File: config.mk
export PLATFORM = sky130hd
export DESIGN_NAME = pixel_shifter
export DESIGN_NICKNAME = d
export VERILOG_FILES = /design/src/rtl/pixel_shifter.sv
export SDC_FILE = /design/constraint.sdc
export NUM_CORES = 1
export LEC_CHECK = 0
export ABC_CLOCK_PERIOD_IN_PS = 5300
export CORE_ASPECT_RATIO = 1.1
export CORE_MARGIN = 2
export CORE_UTILIZATION = 51
export DETAILED_ROUTE_END_ITERATION = 8
export PLACE_DENSITY = 0.81
export SETUP_SLACK_MARGIN = 0.1
export SYNTH_ARGS = -nofsm -noshare
export SYNTH_HDL_FRONTEND = slang
export SYNTH_SLANG_ARGS = --single-unit
File: constraint.sdc
create_clock -name CLK_n -period 5.3 [get_ports CLK_n]
set_clock_uncertainty 0.05 [all_clocks]
set_input_delay 1.59 -clock CLK_n [delete_from_list [all_inputs] [get_ports CLK_n]]
set_output_delay 1.59 -clock CLK_n [all_outputs]
set_load 0.03 [all_outputs]
File: src/rtl/pixel_shifter.sv
// Video byte serialiser: shifts screen bytes out as pen indices at the screen-mode rate.
// Optional: define PIXEL_SHIFTER_MODE3_EN for the 4-colour mode-3 decode at the mode-0 rate.
module pixel_shifter (
  input  logic       CLK_n,
  input  logic       RESET_n,
  input  logic       LOAD,
  input  logic [7:0] VDATA,
  input  logic       DISPEN,
  input  logic       HSYNC,
  input  logic [1:0] MODE_REQ,
  output logic [3:0] CIDX,
  output logic       MODE_IS_0,
  output logic       MODE_IS_2,
  output logic       INK_SEL,
  output logic       BORDER_SEL
);

  logic [7:0] sr_q, sr_d;
  logic [1:0] mode_eff_q, mode_eff_d;
  logic [1:0] byte_mode_q, byte_mode_d;
  logic [1:0] ph_q, ph_d;
  logic       hs_q;
  logic       de_q, de_d;
  logic [1:0] ph_last;
  logic [3:0] pen;
  logic [3:0] cidx_q, cidx_d;
  logic       mode0_q, mode2_q, ink_q, border_q;

  always_comb begin
    case (byte_mode_q)
      2'd2:    ph_last = 2'd0;
      2'd1:    ph_last = 2'd1;
      default: ph_last = 2'd3;
    endcase
  end

  // Outputs are decoded from next state so a loaded byte shows its first pixel one clock after LOAD.
  always_comb begin
    sr_d        = sr_q;
    byte_mode_d = byte_mode_q;
    de_d        = de_q;
    ph_d        = ph_q;
    if (LOAD) begin
      sr_d        = VDATA;
      byte_mode_d = mode_eff_q;
      de_d        = DISPEN;
      ph_d        = 2'd0;
    end else if (ph_q == ph_last) begin
      ph_d = 2'd0;
      sr_d = {sr_q[6:0], 1'b0};
    end else begin
      ph_d = ph_q + 2'd1;
    end
    mode_eff_d = (HSYNC && !hs_q) ? MODE_REQ : mode_eff_q;
  end

  always_comb begin
    pen = 4'd0;
    case (byte_mode_d)
      2'd2: pen = {3'b000, sr_d[7]};
      2'd1: pen = {2'b00, sr_d[3], sr_d[7]};
`ifdef PIXEL_SHIFTER_MODE3_EN
      2'd3: pen = {2'b00, sr_d[3], sr_d[7]};
`else
      2'd3: pen = {sr_d[1], sr_d[5], sr_d[3], sr_d[7]};
`endif
      default: pen = {sr_d[1], sr_d[5], sr_d[3], sr_d[7]};
    endcase
    cidx_d = de_d ? pen : 4'd0;
  end

  always_ff @(posedge CLK_n) begin
    if (!RESET_n) begin
      sr_q        <= 8'd0;
      mode_eff_q  <= 2'd0;
      byte_mode_q <= 2'd0;
      ph_q        <= 2'd0;
      hs_q        <= 1'b0;
      de_q        <= 1'b0;
      cidx_q      <= 4'd0;
      mode0_q     <= 1'b1;
      mode2_q     <= 1'b0;
      ink_q       <= 1'b0;
      border_q    <= 1'b1;
    end else begin
      sr_q        <= sr_d;
      mode_eff_q  <= mode_eff_d;
      byte_mode_q <= byte_mode_d;
      ph_q        <= ph_d;
      hs_q        <= HSYNC;
      de_q        <= de_d;
      cidx_q      <= cidx_d;
      mode0_q     <= (byte_mode_d == 2'd0) || (byte_mode_d == 2'd3);
      mode2_q     <= (byte_mode_d == 2'd2);
      ink_q       <= de_d;
      border_q    <= ~de_d;
    end
  end

  assign CIDX       = cidx_q;
  assign MODE_IS_0  = mode0_q;
  assign MODE_IS_2  = mode2_q;
  assign INK_SEL    = ink_q;
  assign BORDER_SEL = border_q;

endmodule

### Word level (Yosys, flattened, before mapping)

Cells that the tools add are included.

* flip-flop bits (word level): 23
* output and inout port bits: 8

* add/subtract/negate cells: 1
* reductions and logical operators: 7
* mux-type cells: 6
* equality and inequality tests: 6
* bitwise gates (word level): 2

Operators by type and width (number)
* two-way mux 8 bit: 2
* one-hot mux 4 bit (2 select lines): 1
* == test 2 bit (second input constant): 3
* == test 2 x 1 -> 1 bit (second input constant): 2
* one-hot mux 2 bit (2 select lines): 1
* OR reduction 3 bit: 1
* adder 2 x 1 -> 2 bit (second input constant): 1
* == test 2 bit: 1
* logical NOT 2 bit: 1
* two-way mux 2 bit: 1
* NOT 1 bit: 2
* AND reduction 2 bit: 1
* nonzero test 2 bit: 1
* logical AND 1 bit: 1
* logical NOT 1 bit: 1
* logical OR 1 bit: 1
* two-way mux 1 bit: 1

### Logic depth before layout (Yosys ltp)

* depth in word-level cells: 6
* gate-level depth with buffers: 6
* mapped depth without buffers: 5

### Least setup slack after synthesis

Ideal clock, no wire load.

* path type: input port to flip-flop
* from: input LOAD
* to: register cidx_q[1], in the netlist CIDX[1]
* data required time: 5.128 ns
* setup time: 0.122 ns
* path buffers: 1
* arrival: 2.641 ns
* path slack: 2.487 ns
* cell stages on the path: 6
* path through: buf_2 mux2i_1 inv_1 ha_1 o2111ai_1 nor3_1

* longest elaborated chain between the ends: 3
* elaborated cells on any way between the ends: 7
* classes of those cells: 2 x eq/ne; 4 x mux; 1 x reduce/logical

Ends and longest elaborated chain
* from (decl): line 6 `input logic LOAD,`
* two-way mux 2 bit *: line 43 `if (LOAD) begin`
* named net byte_mode_d[1]: line 20 `logic [1:0] byte_mode_q, byte_mode_d;`
* == test 2 x 1 -> 1 bit / == test 2 bit (equally long branches): line 59 `case (byte_mode_d)`
* one-hot mux 4 bit (2 select lines) *: line 59
* to (signal assigned): line 92 `cidx_q <= cidx_d;`
* to (decl): line 26 `logic [3:0] cidx_q, cidx_d;`

Mark *: on every way through the listed nets, which the timed path passes. The rest lies on a longest branch.
A chain may end at the register's enable or synchronous reset.

### Final worst setup path

Ends and elaborated chain as after synthesis.

==> results.toml <==
[status]
outcome = "completed"

[clocking]
cts_buffers = 3
clk_path_buf_depth = 2
root_buffer = "clkbuf_4"
hold_buffers = 0
post-cts-setup-buffers = 0
cts.sinks = 23
clk_latency_ns = 0.30
path_clk_slew_ns = 0.12
htreeDepth = 1
cts_resized = 0
cts_tree = "built"

[sta]
fin_ws_ns = 1.98
slew_viol_final = 0
final.setup.tns_ns = 0
rsz0062_at_grt = "no"
slew_headroom_pct = 56.9
setup_violations = 0
finalCritPeriodShare_pct = 62.7
final.min_clock_period_ns = 3.32
max_clock_freq_mhz = 301
hold_violations = 0
worstMarginPinSlew_ns = 0.645

[logic_synthesis]
ys_ff_latch = 23
synth_cell_type_count = 31
seq_area_frac_synth_pct = 46.9
avgSynthCellArea_um2 = 9.81
yosys_warnings = 0
netlist_area_um2 = 981
syn-instance-count = 100
syn_nets = 118

[critical_path]
critPathLaunchType = "input port"
cp_max_fo = 17
endpoint_kind = "flop"
critPathSlowestCell = "clkdlybuf4s50_1"
reg2reg_slack_ns = 3.42
crit_required_ns = 5.46
path_delay_family = "buffers and inverters"
crit-reg2reg-launch = "byte_mode_q[0]"
worstPathArrival_ns = 3.48
critPathBufInv = 2
cp_cell_sequence = "clkdlybuf4s50_1, mux2i_1, inv_1, ha_1, o2111ai_1, nor3_1"
slowest_delay_ns = 0.87
worstReg2RegEnd = "ph_q[0]"
rr_worst_depth = 5
worstSetupPathType = "in2reg"

[grt]
use_met1_pct = 22.5
top_usage_layer = "met2"
grt_pass1_vias = 739
grt_max_degree = 22
grt_pass1_wl_um = 3040
grt_overflow = 0
grtUsageTotal_pct = 17.8
use_met2_pct = 30.3
globalRouteMet3Util_pct = 3.30
grt_antenna_before_repair = 0

[final_layout]
synthToLayoutAreaGrowth_pct = 26.1
nNetsFinal = 142
diodes = 0
regArea_um2 = 460
final_util_pct = 68.7
final_common_cell = "dfxtp_1"
fill_cells = 157
multi_input_area_um2 = 489
final_cell_mix = "dfxtp_1 (23), clkdlybuf4s50_1 (22), nor3_1 (9), nand2_1 (6)"
stdcell_count = 141
final_layout_size_suffix_gt1_share_pct = 12.2

[min_path]
min_from = "mode_eff_q[0]"
min_path_cells = 2
hp-class = "reg2reg"
whs_endpoint = "mode_eff_q[0]"

[die]
rows = 16
die_area_um2 = 2290
core_area_um2 = 1800
initial_core_util_pct = 54.4
fp.dieH_um = 50.0
die_w_um = 45.8
num_io_pins = 23

[placed_design]
place_congestion = 0.767
pre_cts_ws_ns = 1.64
portBuffers = 22
dpl.hpwl_um = 1370
placedCellCount = 137

[run]
cap_violations = 0

[routing]
drtAntennaViolNets = 0
wl_per_cell_um = 12.6
vias_per_cell = 5.35
drc = 0
wirelength_um = 1770
drt_pass1_iterations = 3
drtIter0Drc = 4
num_vias = 754

[power]
power_density_nw_per_um2 = 263
irDropWorstVdd_mv = 0.163
leakage_nw = 0.504
power_mw = 0.326
## state kept, by name, indices dropped and copies added (netlist names)
register     cells
BORDER_SEL       1
CIDX             4
INK_SEL          1
MODE_IS_0        1
MODE_IS_2        1
byte_mode_q      2
hs_q             1
mode_eff_q       2
ph_q             2
sr_q             8
## logic make-up after synthesis
kind of cell / after synthesis / synth area share [%]
AND/OR/NAND/NOR: 43 / 26.5
AO/OA/AOI/OAI: 13 / 9.06
buffers and inverters: 8 / 3.19
XOR/XNOR: 5 / 5.23
flip-flops: 23 / 46.9
multiplexers: 5 / 5.23
adder cells (fa/ha/maj): 3 / 3.83
## through the flow
stage	cell area [um2]	hold slack (ns)
final	1240	0.481
after global routing	1240	0.522
after CTS	1240	0.485
after detailed placement	1210	0.461
after global placement	1210	0.459
after floorplan	981	0.432
## per-layer routing
metal / vias to the layer above / share of wire, %
li1: 398 / -
met1: 342 / 47
met2: 12 / 49
met3: 2 / 2.9
met4: 0 / 0.90
met5: - / 0
## final cells by class
type	count	area share, %
Timing Repair Buffer	22	17.8
Multi-Input combinational cell	69	39.5
Clock buffer	4	2.12
Inverter	5	1.52
Tap cell	18	1.82
Sequential cell	23	37.2
## worst max-delay path by stage
stage | from | endpoint | depth (start not counted)
floorplan | LOAD | CIDX[1] | 6
global placement | LOAD | CIDX[1] | 6
detailed placement | LOAD | CIDX[1] | 6
CTS | LOAD | CIDX[1] | 6
global route | LOAD | CIDX[1] | 6
finish | LOAD | CIDX[1] | 6
## worst min-delay path: stages (launching register included)
cell	delay, ns
dfxtp_1	0.35
mux2i_1	0.06
nor2b_1	0.09
## power by group
| part | switching, mW | leakage (nW) | internal (mW) |
|---|---|---|---|
| logic | 0.0302 | 0.299 | 0.0290 |
| clock network | 0.0501 | 0.0150 | 0.0294 |
| registers | 0.00420 | 0.189 | 0.183 |
## cells in the mapped netlist, drive strengths merged
cell type / instances / area (um2)
dfxtp: 23 / 460
nor3: 9 / 45.0
nand2: 6 / 22.5
inv: 5 / 18.8
nor2b: 5 / 31.3
a211oi: 4 / 35.0
mux2i: 4 / 40.0
nand2b: 4 / 25.0
nor2: 4 / 15.0
a21oi: 3 / 15.0
and3: 3 / 22.5
ha: 3 / 37.5
o21ai: 3 / 15.0
or2: 3 / 18.8
xor2: 3 / 33.8
and2: 2 / 12.5
clkbuf: 2 / 7.51
nand4: 2 / 12.5
nor4: 2 / 18.8
xnor2: 2 / 17.5
a21boi: 1 / 7.51
and4: 1 / 8.76
and4bb: 1 / 12.5
buf: 1 / 5.00
mux2: 1 / 11.3
nor4b: 1 / 15.0
o2111ai: 1 / 8.76
o211ai: 1 / 7.51
(Power assumes the default switching activity.)
